File: src/rtl/mem_pkg.sv
// -----------------------------------------------------------------------------
// mem_pkg
// Shared types and constants for the memory arbiter slice:
//   oplen_e      - access width encoding (byte, half, 24-bit, word)
//   arb_state_e  - arbiter FSM states
//   DEF_IMEM_CUTOFF / DEF_MMIO_ADDR - default address-map constants
// -----------------------------------------------------------------------------
package mem_pkg;

    typedef enum logic [1:0] {
        OP_BYTE = 2'b00,
        OP_HALF = 2'b01,
        OP_TRI  = 2'b10,
        OP_WORD = 2'b11
    } oplen_e;

    typedef enum logic [1:0] {
        IDLE = 2'b00,
        WAIT = 2'b01,
        RESP = 2'b10
    } arb_state_e;

    localparam logic [31:0] DEF_IMEM_CUTOFF = 32'h0000_00FF;
    localparam logic [31:0] DEF_MMIO_ADDR   = 32'hFFFF_FFFF;

endpackage

File: src/rtl/mem_sext.sv
// -----------------------------------------------------------------------------
// mem_sext
// Combinational result extension to 32 bits according to access width.
// Ports:
//   data_i     in  32  raw target result
//   unsigned_i in  1   1 = zero-extend, 0 = sign-extend
//   oplen_i    in  2   access width (oplen_e)
//   data_o     out 32  extended result
// -----------------------------------------------------------------------------
module mem_sext
    import mem_pkg::*;
(
    input  logic [31:0] data_i,
    input  logic        unsigned_i,
    input  oplen_e      oplen_i,
    output logic [31:0] data_o
);

    // Fill bits are the width's top bit for signed accesses, zero otherwise.
    always_comb begin
        data_o = data_i;
        case (oplen_i)
            OP_BYTE: data_o = {{24{~unsigned_i & data_i[7]}},  data_i[7:0]};
            OP_HALF: data_o = {{16{~unsigned_i & data_i[15]}}, data_i[15:0]};
            OP_TRI:  data_o = {{8{~unsigned_i & data_i[23]}},  data_i[23:0]};
            OP_WORD: data_o = data_i;
            default: data_o = data_i;
        endcase
    end

endmodule

File: src/rtl/mem_arbiter.sv
// -----------------------------------------------------------------------------
// mem_arbiter
// Round-robin arbiter granting one of NUM_PORTS requesters access to either the
// internal RAM (addr < IMEM_CUTOFF or addr == MMIO_ADDR) or the SDRAM (all
// other addresses, rebased by IMEM_CUTOFF). One transaction in flight at a time.
// Ports:
//   clk, rst                      clock, synchronous active-high reset
//   req_enable/addr/wdata/we/oplen/unsigned   per-port request (held)
//   req_valid/result/err          per-port one-cycle completion pulse + data
//   iram_*                        internal RAM target handshake
//   ram_*                         SDRAM target handshake
// Optional build macro:
//   MEM_ARB_TIMEOUT_EN - watchdog in WAIT; after TIMEOUT_CYCLES with no target
//                        valid the transaction completes with result 0, err 1.
// -----------------------------------------------------------------------------
module mem_arbiter #(
    parameter int          NUM_PORTS      = 2,
    parameter logic [31:0] IMEM_CUTOFF    = mem_pkg::DEF_IMEM_CUTOFF,
    parameter logic [31:0] MMIO_ADDR      = mem_pkg::DEF_MMIO_ADDR,
    parameter int          RAM_AW         = 25,
    parameter int          TIMEOUT_CYCLES = 1024
) (
    input  logic                        clk,
    input  logic                        rst,
    input  logic [NUM_PORTS-1:0]        req_enable,
    output logic [NUM_PORTS-1:0]        req_valid,
    input  logic [NUM_PORTS-1:0][31:0]  req_addr,
    input  logic [NUM_PORTS-1:0][31:0]  req_wdata,
    input  logic [NUM_PORTS-1:0]        req_we,
    input  logic [NUM_PORTS-1:0][1:0]   req_oplen,
    input  logic [NUM_PORTS-1:0]        req_unsigned,
    output logic [NUM_PORTS-1:0][31:0]  req_result,
    output logic [NUM_PORTS-1:0]        req_err,
    output logic                        iram_enable,
    input  logic                        iram_valid,
    output logic [31:0]                 iram_addr,
    output logic [1:0]                  iram_oplen,
    output logic                        iram_we,
    output logic [31:0]                 iram_wdata,
    input  logic [31:0]                 iram_result,
    output logic                        ram_enable,
    input  logic                        ram_valid,
    output logic [RAM_AW-1:0]           ram_addr,
    output logic [1:0]                  ram_oplen,
    output logic                        ram_we,
    output logic [31:0]                 ram_wdata,
    input  logic [31:0]                 ram_result
);
    import mem_pkg::*;

    localparam int            PW   = (NUM_PORTS > 1) ? $clog2(NUM_PORTS) : 1;
    localparam logic [PW:0]   NP_W = (PW+1)'(NUM_PORTS);

    arb_state_e      state_q;
    logic [PW-1:0]   rr_ptr_q;
    logic [PW-1:0]   port_q;
    oplen_e          oplen_q;
    logic            unsigned_q;
    logic            sel_iram_q;

    logic            grant_found_s;
    logic [PW-1:0]   grant_idx_s;
    logic [PW:0]     cand_s;
    logic [31:0]     gaddr_s;
    logic [31:0]     ram_off_s;
    logic            is_iram_s;
    logic            tgt_valid_s;
    logic [31:0]     tgt_result_s;
    logic [31:0]     ext_result_s;

`ifdef MEM_ARB_TIMEOUT_EN
    localparam int         CW = $clog2(TIMEOUT_CYCLES + 1);
    logic [CW-1:0]         wd_cnt_q;
    logic [NUM_PORTS-1:0]  req_err_q;
    logic                  wd_expired_s;
    // Counter starts at 0 on the grant edge, so expiry lands TIMEOUT_CYCLES after enable rises.
    assign wd_expired_s = (wd_cnt_q == CW'(TIMEOUT_CYCLES - 1));
    assign req_err      = req_err_q;
`else
    assign req_err      = '0;
`endif

    // Round-robin search: first enabled port at or after rr_ptr_q, wrapping.
    always_comb begin
        grant_found_s = 1'b0;
        grant_idx_s   = '0;
        cand_s        = '0;
        for (int i = 0; i < NUM_PORTS; i++) begin
            cand_s = {1'b0, rr_ptr_q} + (PW+1)'(i);
            cand_s = (cand_s >= NP_W) ? (cand_s - NP_W) : cand_s;
            if (!grant_found_s && req_enable[cand_s[PW-1:0]]) begin
                grant_found_s = 1'b1;
                grant_idx_s   = cand_s[PW-1:0];
            end else begin
                grant_found_s = grant_found_s;
            end
        end
    end

    // Address decode of the candidate grant and selection of the active target.
    always_comb begin
        gaddr_s      = req_addr[grant_idx_s];
        ram_off_s    = gaddr_s - IMEM_CUTOFF;
        is_iram_s    = (gaddr_s < IMEM_CUTOFF) || (gaddr_s == MMIO_ADDR);
        tgt_valid_s  = sel_iram_q ? iram_valid  : ram_valid;
        tgt_result_s = sel_iram_q ? iram_result : ram_result;
    end

    mem_sext u_sext (
        .data_i     (tgt_result_s),
        .unsigned_i (unsigned_q),
        .oplen_i    (oplen_q),
        .data_o     (ext_result_s)
    );

    // Arbiter FSM with all target and requester outputs registered.
    always_ff @(posedge clk) begin
        if (rst) begin
            state_q     <= IDLE;
            rr_ptr_q    <= '0;
            port_q      <= '0;
            oplen_q     <= OP_BYTE;
            unsigned_q  <= 1'b0;
            sel_iram_q  <= 1'b0;
            req_valid   <= '0;
            req_result  <= '0;
            iram_enable <= 1'b0;
            iram_addr   <= '0;
            iram_oplen  <= '0;
            iram_we     <= 1'b0;
            iram_wdata  <= '0;
            ram_enable  <= 1'b0;
            ram_addr    <= '0;
            ram_oplen   <= '0;
            ram_we      <= 1'b0;
            ram_wdata   <= '0;
`ifdef MEM_ARB_TIMEOUT_EN
            wd_cnt_q    <= '0;
            req_err_q   <= '0;
`endif
        end else begin
            req_valid <= '0;
`ifdef MEM_ARB_TIMEOUT_EN
            req_err_q <= '0;
`endif
            case (state_q)
                IDLE: begin
                    if (grant_found_s) begin
                        port_q      <= grant_idx_s;
                        rr_ptr_q    <= (grant_idx_s == PW'(NUM_PORTS - 1)) ? '0
                                                                           : grant_idx_s + PW'(1);
                        oplen_q     <= oplen_e'(req_oplen[grant_idx_s]);
                        unsigned_q  <= req_unsigned[grant_idx_s];
                        sel_iram_q  <= is_iram_s;
                        // Both targets see the latched request; only the enable differs.
                        iram_addr   <= gaddr_s;
                        iram_oplen  <= req_oplen[grant_idx_s];
                        iram_we     <= req_we[grant_idx_s];
                        iram_wdata  <= req_wdata[grant_idx_s];
                        ram_addr    <= ram_off_s[RAM_AW-1:0];
                        ram_oplen   <= req_oplen[grant_idx_s];
                        ram_we      <= req_we[grant_idx_s];
                        ram_wdata   <= req_wdata[grant_idx_s];
                        iram_enable <= is_iram_s;
                        ram_enable  <= ~is_iram_s;
`ifdef MEM_ARB_TIMEOUT_EN
                        wd_cnt_q    <= '0;
`endif
                        state_q     <= WAIT;
                    end else begin
                        state_q     <= IDLE;
                    end
                end
                WAIT: begin
                    if (tgt_valid_s) begin
                        iram_enable        <= 1'b0;
                        ram_enable         <= 1'b0;
                        req_valid[port_q]  <= 1'b1;
                        req_result[port_q] <= ext_result_s;
                        state_q            <= RESP;
                    end
`ifdef MEM_ARB_TIMEOUT_EN
                    else if (wd_expired_s) begin
                        iram_enable        <= 1'b0;
                        ram_enable         <= 1'b0;
                        req_valid[port_q]  <= 1'b1;
                        req_result[port_q] <= '0;
                        req_err_q[port_q]  <= 1'b1;
                        state_q            <= RESP;
                    end else begin
                        wd_cnt_q           <= wd_cnt_q + CW'(1);
                        state_q            <= WAIT;
                    end
`else
                    else begin
                        state_q            <= WAIT;
                    end
`endif
                end
                // The pulse is visible during RESP; arbitration resumes next cycle.
                RESP:    state_q <= IDLE;
                default: state_q <= IDLE;
            endcase
        end
    end

endmodule

File: config.mk
export PLATFORM = sky130hd
export DESIGN_NAME = mem_arbiter
export DESIGN_NICKNAME = d
export VERILOG_FILES = /design/src/rtl/mem_pkg.sv /design/src/rtl/mem_sext.sv /design/src/rtl/mem_arbiter.sv
export SDC_FILE = /design/constraint.sdc
export NUM_CORES = 1
export LEC_CHECK = 0
export ABC_AREA = 1
export ABC_CLOCK_PERIOD_IN_PS = 2600
export CAP_MARGIN = 5
export CORE_ASPECT_RATIO = 0.7
export CORE_UTILIZATION = 42
export DETAILED_ROUTE_END_ITERATION = 10
export GPL_ROUTABILITY_DRIVEN = 0
export PLACE_DENSITY = 0.79
export RECOVER_POWER = 50
export SYNTH_ARGS = -nofsm -noshare
export SYNTH_HDL_FRONTEND = slang
export SYNTH_SLANG_ARGS = --single-unit
File: constraint.sdc
create_clock -name clk -period 2.6 [get_ports clk]
set_input_delay 0.39 -clock clk [delete_from_list [all_inputs] [get_ports clk]]
set_output_delay 0.39 -clock clk [all_outputs]
set_load 0.02 [all_outputs]
# Word-level counts from Yosys, hierarchy flattened
# Cells that the tools add are included.
# word_totals
register_bits	166
inputBits	206
output_inout_bits	197
# op_classes
bitwise_logic	7
n_addsub	5
eq_ne	7
n_reduce_logical	11
n_mux	37
n_lt_le_gt_ge	8
# op_table
op	count
32-bit 2-to-1 mux	6
32-bit case mux with 4 select lines	1
64-bit bitwise mux	1
32-bit demux with 1-bit select	1
32-bit equality test, second input constant	1
32-bit by 8-bit < comparator with 1-bit output, second input constant	1
25-bit by 8-bit subtractor with 25-bit output, second input constant	1
1-bit 2-to-1 mux	21
1-bit by 2-bit < comparator with 1-bit output, second input constant	4
2-bit 2-to-1 mux	3
2-bit by 1-bit equality test with 1-bit output, second input constant	2
2-bit equality test, second input constant	2
2-bit logical NOT	2
2-bit != test, second input constant	2
1-bit NOT	4
1-bit case mux with 2 select lines	2
2-bit case mux with 2 select lines	1
2-bit AND reduction	2
1-bit AND	3
3-bit AND reduction	1
3-bit OR reduction	1
1-bit by 1-bit adder with 2-bit output, second input constant	1
1-bit by 2-bit >= comparator with 1-bit output, second input constant	1
2-bit >= comparator, second input constant	1
other kinds (8)	10

# Longest topological paths before layout
# Gate-level depths: netlist of the first run.
# depth
ltp_word	15
ltp_mapped	15
mapped_depth_nobuf	15

# Cells and area by module
# From an unflattened synthesis of the first run, not the netlist that was laid out.
# hier_totals
hier_cells	1322
hier_area_um2	9013.6
# modules_own_cells
mod	area_each_um2	cells_per_inst	seq_area_each_um2	n_inst
mem_arbiter	8578.2	1250	3323.2	1
mem_sext	435.4	72	0.0	1

# Least setup slack after synthesis of the first run
# OpenSTA, ideal clock, no wires.
# synth_timing
kind	input to register
start	input req_enable[0]
end	register sel_iram_q
setup_ps	68
n_path_buf	1
required_time_ps	2532
setup_slack_ps	690
arrival_ps	1842
cell_stages	13
cell_sequence	nand2_4 > nand2_4 > buf_6 > o21ai_2 > ha_1 > nand3_1 > nor2_2 > nand2_2 > nor2_1 > nand2_1 > nand2_1 > nand2_2 > a21oi_2
# synth_via
elab_chain_cells	10
word_cells_on_any_way	16
cone_classes	1 x order compare; 1 x eq/ne; 10 x mux; 4 x reduce/logical
# synth_rtl
item	line	text
from (decl)	mem_arbiter.sv:25	input logic [NUM_PORTS-1:0] req_enable,
1-bit 2-to-1 mux (implied by the code) (2 in a row)	mem_arbiter.sv:91	if (!grant_found_s && req_enable[cand_s[PW-1:0]]) begin
1-bit 2-to-1 mux	mem_arbiter.sv:91	
1-bit logical NOT	mem_arbiter.sv:91	
1-bit logical AND	mem_arbiter.sv:91	
1-bit 2-to-1 mux (*)	mem_arbiter.sv:91	
32-bit 2-to-1 mux (implied by the code) (*) (2 in a row)	mem_arbiter.sv:102	gaddr_s = req_addr[grant_idx_s];
via gaddr_s[0]	mem_arbiter.sv:64	logic [31:0] gaddr_s;
32-bit by 8-bit < comparator with 1-bit output / 32-bit equality test (equally long branches)	mem_arbiter.sv:104	is_iram_s = (gaddr_s < IMEM_CUTOFF) || (gaddr_s == MMIO_ADDR);
1-bit logical OR (*)	mem_arbiter.sv:104	
to (signal assigned)	mem_arbiter.sv:154	sel_iram_q <= is_iram_s;
to (decl)	mem_arbiter.sv:59	logic sel_iram_q;
# Mark *: on every way through the listed nets, which the timed path passes. The rest lies on a longest branch. The select of a mux whose other input is x is not followed.
# A chain may end at the register's enable or synchronous reset.

# Worst setup path in the final report of the first run
# layout_timing
start	input req_enable[0]
end	register ram_addr[14]
# layout_via
elab_chain_cells	9
word_cells_on_any_way	14
cone_classes	1 x add/sub; 10 x mux; 3 x reduce/logical
# layout_rtl
item	line	text
1-bit 2-to-1 mux (implied by the code) (2 in a row)	mem_arbiter.sv:91	
1-bit 2-to-1 mux	mem_arbiter.sv:91	
1-bit logical NOT	mem_arbiter.sv:91	
1-bit logical AND	mem_arbiter.sv:91	
1-bit 2-to-1 mux (*)	mem_arbiter.sv:91	
32-bit 2-to-1 mux (implied by the code) (*) (2 in a row)	mem_arbiter.sv:102	
via gaddr_s[1]	mem_arbiter.sv:64	
25-bit by 8-bit subtractor with 25-bit output (*)	mem_arbiter.sv:103	ram_off_s = gaddr_s - IMEM_CUTOFF;
to (signal assigned)	mem_arbiter.sv:160	ram_addr <= ram_off_s[RAM_AW-1:0];
to (decl)	mem_arbiter.sv:43	output logic [RAM_AW-1:0] ram_addr,
# Marked as above.

==> results of run 1 <==
==> through the flow <==
step	cell area (um2)	power, mW	util, %
2_1_floorplan	8920	4.19	-
3_3_place_gp	13100	5.26	63.0
3_5_place_dp	13100	5.28	63.0
4_1_cts	13700	7.83	65.9
5_1_grt	13600	8.10	65.8
6_report	13600	7.74	65.8
==> kinds of logic (layout without fill, tap and decap cells) <==
group           Yosys count  after routing  share of synthesized area, %
fa+ha+maj                 1              1                         0.140
other cells               1              2                        0.0420
buf+inv                 263            614                          13.5
xor+xnor                  1              1                        0.0982
compound gates          220            220                          13.5
simple gates            731            731                          35.4
flops                   166            166                          37.3
==> state kept, by name, indices dropped and copies added, names as in the netlist <==
name and count:
iram_addr 32, iram_enable 1, oplen_q 2, port_q 1, ram_addr 25, ram_enable 1
ram_wdata 32, ram_we 1, req_result 64, req_valid 2, rr_ptr_q 1, sel_iram_q 1
state_q 2, unsigned_q 1
==> worst paths after layout <==
kind,from,to,cells past startpoint
hold / removal,req_result[1],req_result[1],2
setup reg to reg,rr_ptr_q,ram_addr[14],13
hold reg to reg,req_result[1],req_result[1],2
setup / recovery,req_enable[0],ram_addr[14],13
==> worst register-to-register path, cell delays in order (launching register included) <==
cell,delay (ns)
dfxtp_1,0.35
inv_1,0.07
nand2_4,0.08
nand2_4,0.13
inv_1,0.12
nand2_1,0.05
nand2_1,0.07
ha_1,0.21
nand3_1,0.13
nor2_2,0.25
nand3_1,0.27
nand2_1,0.15
nand3_1,0.08
a21oi_1,0.17
==> area by class of cell <==
type / count / share of cell area (%)
inverters: 138 / 3.81
repair buffers: 444 / 32.5
clock buffers: 17 / 3.12
clock inverters: 15 / 1.32
well taps: 276 / 2.53
multi-input cells: 955 / 32.4
flip-flops and latches: 166 / 24.3
==> cells in the final DEF (no fill, tap or decap), drive strengths merged, types with 11 or more instances in the layout <==
cell / synthesis / final
clkinv: 3 / 11
nand3: 157 / 157
dfxtp: 166 / 166
buf: 81 / 42
o21ai: 86 / 86
clkbuf: 44 / 20
nand2: 404 / 404
o211ai: 23 / 23
inv: 135 / 141
nor2: 119 / 119
a21oi: 93 / 93
dlygate4sd3: 0 / 109
nand3b: 26 / 26
clkdlybuf4s50: 0 / 290
nor3: 13 / 13
==> synth_stat cells <==
library cell and n:
o21ai_2 2, nand2_2 6, nand2_1 396, nand3b_1 26
inv_2 3, nor3_2 1, a21oi_1 91, o21ai_0 77
nor3_4 1, nor2_1 111, conb_1 1, inv_1 132
clkinv_1 3, nand2_4 2, dfxtp_1 166, or2_2 4
clkbuf_1 44, buf_4 43, nor3_1 11, buf_2 32
a211oi_1 2, nand4_1 6, nand3_1 157, o31ai_1 8
o21ai_1 7, buf_6 2, nor2_4 2, a21oi_2 2
and3_1 1, nor2_2 6, ha_1 1, o211ai_1 23
a31oi_1 8, and2_1 1, buf_1 4, xor2_1 1
==> routing by layer <==
metal  vias to the layer above  part of all wire (%)  GRT usage [%]
met3                        42                   8.2           6.78
met5                         -                     0              0
li1                       5087                     -              -
met2                       420                    47           46.7
met1                      4667                    42           34.8
met4                         0                   2.0           8.53
==> report_power, final <==
part / switching [mW] / internal (mW) / leakage, nW
logic: 1.26 / 1.03 / 4.87
clock network: 1.25 / 1.30 / 0.289
registers: 0.147 / 2.75 / 1.36
total: 2.67 / 5.08 / 6.53
==> run_results.csv, run 1 <==
group,metric,value,unit
global_route,grt_max_degree,80,
clocking,clkLatencyLatePin,0.43,ns
sta,hold_violations,0,
synth,yosys.area.top_type,"dfxtp_1",
worst_setup_path,cp_num_buf_inv,2,
clocking,cts_sinks,166,
power,power_density,567,nW/um2
detailed_routing,drt-initial-drc-count,800,
sta,setup_tns,0,ns
clocking,path_clk_slew,0.07,ns
layout,nets,1929,
synth,synth_top_area_share,37.3,%
clocking,cts_max_level,4,
worst_setup_path,crit_path_start_kind,"input port",
sta,hold_ws,0.465,ns
sta,min_period_over_period,91.0,%
layout,fill_cells,1843,
floorplanning,die_area,21800,um2
worst_setup_path,worst_ep_required_time,2.95,ns
placement,dp_slack,-0.0728,ns
clocking,cts_tree,"yes",
layout,layout-drive-gt1-share,6.22,%
clocking,cts_root_buf,"clkbuf_16",
global_route,grt_util_all_layers,27.6,%
detailed_routing,routedWlPerCell,15.7,um
global_route,first_global_vias,9150,
clocking,cts_buffers,17,
global_route,antenna_found_initial,0,
clocking,hold_buffers,0,
floorplanning,initial_core_util,43.0,%
sta,rsz0062_at_grt,"false",
layout,multi_input_area,4420,um2
floorplanning,num_io_pins,403,
synth,ys_warn_count,0,
sta,slew_viol_final,0,
worst_setup_path,end_kind,"register",
worst_setup_path,crit_fanout,18,
synth,yosys-top-cells-area,"dfxtp_1 37%, nand2_1 17%, nand3_1 8.8%",
power,leakage,6.53,nW
worst_setup_path,cp_slowest_cell,"dlygate4sd3_1",
detailed_routing,drc_errors,0,
worst_setup_path,crit_chain,"dlygate4sd3_1, nand2_4, nand2_4, inv_1, nand2_1, nand2_1, ha_1, nand3_1, nor2_2, nand3_1, nand2_1, nand3_1, a21oi_1",
detailed_routing,vias,10200,
clocking,ctsResizeCount,0,
floorplanning,core-area,20800,um2
worst_setup_path,cpPeakStageDelay,0.58,ns
outcome,status,"finished clean",
sta,tightest_slew,1.10,ns
synth,synth-seq-area-share,37.3,%
sta,max_freq,423,MHz
synth,synth_cell_types,36,
worst_setup_path,cp.arrival,2.72,ns
layout,ff_latch_area,3320,um2
worst_setup_path,crit_family,"simple AND/OR/NAND/NOR gates",
sta,relSlewSlack,26.5,%
sta,fin_crit,2.37,ns
min_path,hold_path.class,"register to register",
layout,synthToLayoutAreaGrowth,53.0,%
detailed_routing,final_antenna_net_count,0,
synth,synth_area,8920,um2
detailed_routing,first_pass_iters,7,
worst_setup_path,r2r_slack,0.39,ns
synth,syn_avg_cell_area,6.45,um2
placement,placed_cells,1979,
synth,syn_inst,1383,
job,max-cap-violations,0,
layout,diodes,0,
layout,fin_cells,2011,
floorplanning,die_w,176,um
sta,worst_slack,0.235,ns
synth,synth_seq_cells,166,
floorplanning,die_y,124,um
sta,setup_viol,0,
power,max-vdd-ir-drop,0.000345,V
global_route,grt_pass1_wl,47.5,mm
sta,fin_skew,0.0186,ns
detailed_routing,finalWirelength,31.6,mm
placement,hpwl,23.2,mm
detailed_routing,vias_per_cell,5.08,
placement,numPortBuffers,400,
global_route,overflow,0,
floorplanning,placementRows,44,
clocking,cts.path.max_buffers,2,
clocking,cts_setup_buffers,0,
worst_setup_path,crit_type,"input port to register",
Note: power is estimated with default switching activity, not from simulation.
==> inputs of run 2 (changes only) <==
--- a/config.mk
+++ b/config.mk
@@ -9,6 +9,7 @@
 export ABC_CLOCK_PERIOD_IN_PS = 2600
 export CAP_MARGIN = 5
 export CORE_ASPECT_RATIO = 0.7
+export CORE_MARGIN = 5
 export CORE_UTILIZATION = 42
 export DETAILED_ROUTE_END_ITERATION = 10
 export GPL_ROUTABILITY_DRIVEN = 0
==> run 2 against run 1 <==
Compared with the run above:
- sequential share of layout area is 0.081 points higher
- worst setup slack worse by 0.00057 ns
- cell area is 0.33% lower
- power is 0.64% higher
- utilization is 0.39 points lower
- global-route usage is 0.81 points lower
- die area is 11% higher
- count of clock-buffer cells in the layout is 2 higher
- worst hold slack worse by 0.0058 ns
- register-to-register slack worse by 0.10 ns
- critical path depth is 1 higher
- non-clock buffer count is 2 lower
- largest power group unchanged
==> run_results.csv, run 2 (synthesis gave the netlist of run 1 again) <==
group,metric,value,unit
sta,min_period_over_period,91.0,%
floorplanning,core-area,20800,um2
detailed_routing,final_antenna_net_count,0,
detailed_routing,finalWirelength,33.9,mm
global_route,grt_util_all_layers,26.8,%
clocking,cts_tree,"yes",
clocking,hold_buffers,0,
clocking,cts_buffers,17,
sta,max_freq,423,MHz
layout,layout_common_cells,"396 x nand2_1, 293 x clkdlybuf4s50_1, 166 x dfxtp_1, 157 x nand3_1, 132 x inv_1",
layout,nets,1927,
power,total_power,7.79,mW
sta,tightest_slew,1.34,ns
global_route,antenna_found_initial,1,
clocking,ctsResizeCount,0,
detailed_routing,vias_per_cell,5.09,
power,p_comb_share,29.5,%
layout,finalInstanceArea,13600,um2
layout,largest_reg_flops,64,
worst_setup_path,cp_common_cell,"nand3_1",
clocking,path_clk_slew,0.07,ns
layout,top_regs,"req_result x64, iram_addr x32, ram_wdata x32",
min_path,hold_path.class,"register to register",
detailed_routing,vias,10200,
worst_setup_path,crit_chain,"clkdlybuf4s50_1, nand2_4, nand2_4, inv_1, nand2_1, nand2_1, ha_1, nand3_1, nor2_2, nand3_1, nand4_1, nand3_1, inv_1, nor2_1",
floorplanning,die_w,184,um
clocking,clkLatencyLatePin,0.44,ns
placement,hpwl,25.1,mm
min_path,worstHoldPathCells,2,
layout,top_register,"req_result",
sta,hold_violations,0,
clocking,cts_root_buf,"clkbuf_16",
placement,placed_cell_area,13000,um2
detailed_routing,routedWlPerCell,16.9,um
placement,numPortBuffers,400,
sta,fin_crit,2.37,ns
sta,relSlewSlack,10.6,%
power,p_sw,2.55,mW
worst_setup_path,crit_path_start_kind,"input port",
floorplanning,die_area,24300,um2
floorplanning,num_io_pins,403,
global_route,grt_max_degree,65,
worst_setup_path,ff2ff_path_depth,14,
worst_setup_path,rr_startpoint,"rr_ptr_q",
detailed_routing,drt-initial-drc-count,792,
layout,synthToLayoutAreaGrowth,52.5,%
layout,final_common_cell,"nand2_1",
power,leakage,6.50,nW
worst_setup_path,end_kind,"register",
floorplanning,placementRows,44,
worst_setup_path,r2r_slack,0.29,ns
detailed_routing,first_pass_iters,6,
worst_setup_path,cp_slowest_cell,"clkdlybuf4s50_1",
outcome,status,"finished clean",
worst_setup_path,cp.arrival,2.69,ns
floorplanning,die_y,132,um
layout,fin_util,65.4,%
job,max-cap-violations,0,
power,sw_frac_of_total,32.7,%
placement,placed_cells,1977,
worst_setup_path,crit_type,"input port to register",
worst_setup_path,crit_fanout,9,
layout,fin_cells,2010,
global_route,first_global_vias,9901,
floorplanning,initial_core_util,42.9,%
sta,slew_viol_final,0,
detailed_routing,drc_errors,0,
worst_setup_path,r2r-end,"ram_addr[22]",
worst_setup_path,cpPeakStageDelay,0.46,ns
clocking,cts_max_level,4,
clocking,cts.path.max_buffers,2,
worst_setup_path,worst_ep_required_time,2.93,ns
min_path,worstHoldStart,"req_result[5]",
sta,rsz0062_at_grt,"false",
global_route,grt_pass1_wl,53.0,mm
power,max-vdd-ir-drop,0.000446,V
clocking,cts_setup_buffers,0,
power,pwr-share-seq,37.2,%
global_route,overflow,0,
sta,fin_skew,0.0139,ns
layout,layout-drive-gt1-share,6.12,%
min_path,min_to,"req_result[5]",
power,intPower,5.24,mW
power,clkPwrFrac,33.3,%
layout,fill_cells,1865,
power,power_density,573,nW/um2
clocking,cts_sinks,166,
sta,setup_viol,0,
run 2: worst max-delay path by stage:
| stage | to | cells after the start | from |
|---|---|---|---|
| finish | ram_addr[22] | 14 | req_enable[0] |
| global route | ram_addr[14] | 9 | req_enable[0] |
| CTS | ram_addr[22] | 14 | req_enable[0] |
| detailed placement | ram_addr[22] | 14 | req_enable[0] |
| global placement | ram_addr[22] | 14 | req_enable[0] |
| floorplan | sel_iram_q | 13 | req_enable[0] |
run 2: worst max-delay path, delay by kind of cell:
family | cells | cell delay, ns
AND/OR/NAND/NOR | 10 | 1.39
buffers and inverters | 3 | 0.67
adder cells (fa/ha/maj) | 1 | 0.24
run 2: through the flow:
| stage | setup TNS, ns | hold slack, ns | setup slack (ns) |
|---|---|---|---|
| after detailed placement | -0.357 | 0.455 | -0.0989 |
| after global placement | 0 | 0.449 | 0.0768 |
| final | 0 | 0.459 | 0.234 |
| after floorplan | 0 | 0.444 | 0.690 |
| after CTS | 0 | 0.465 | 0.355 |
| after global routing | 0 | 0.489 | 0.0540 |
run 2: power by group through the flow:
stage	clock [mW]	sequential [mW]	combinational [mW]
5_1_grt	2.76	2.92	2.49
3_3_place_gp	0	2.95	2.30
4_1_cts	2.64	2.90	2.34
2_1_floorplan	0	3.16	1.03
6_report	2.60	2.90	2.30
3_5_place_dp	0	2.95	2.33
run 2: layer usage:
metal | part of all wire, % | wire [um] | vias to the layer above | GRT usage (%)
met5 | 0 | 0 | - | 0
met4 | 2.1 | 702 | 0 | 7.84
met3 | 8.0 | 2700 | 51 | 6.15
met2 | 47 | 15900 | 412 | 44.0
met1 | 43 | 14700 | 4666 | 35.4
li1 | - | - | 5093 | -
run 2: final cells by class:
| cell class | count | area (um2) | share of cell area, % |
|---|---|---|---|
| diodes | 1 | 2.50 | 0.0184 |
| clock buffers | 19 | 453 | 3.33 |
| clock inverters | 13 | 146 | 1.08 |
| inverters | 138 | 522 | 3.84 |
| multi-input cells | 955 | 4420 | 32.5 |
| flip-flops and latches | 166 | 3320 | 24.4 |
| well taps | 276 | 345 | 2.54 |
| repair buffers | 442 | 4390 | 32.3 |
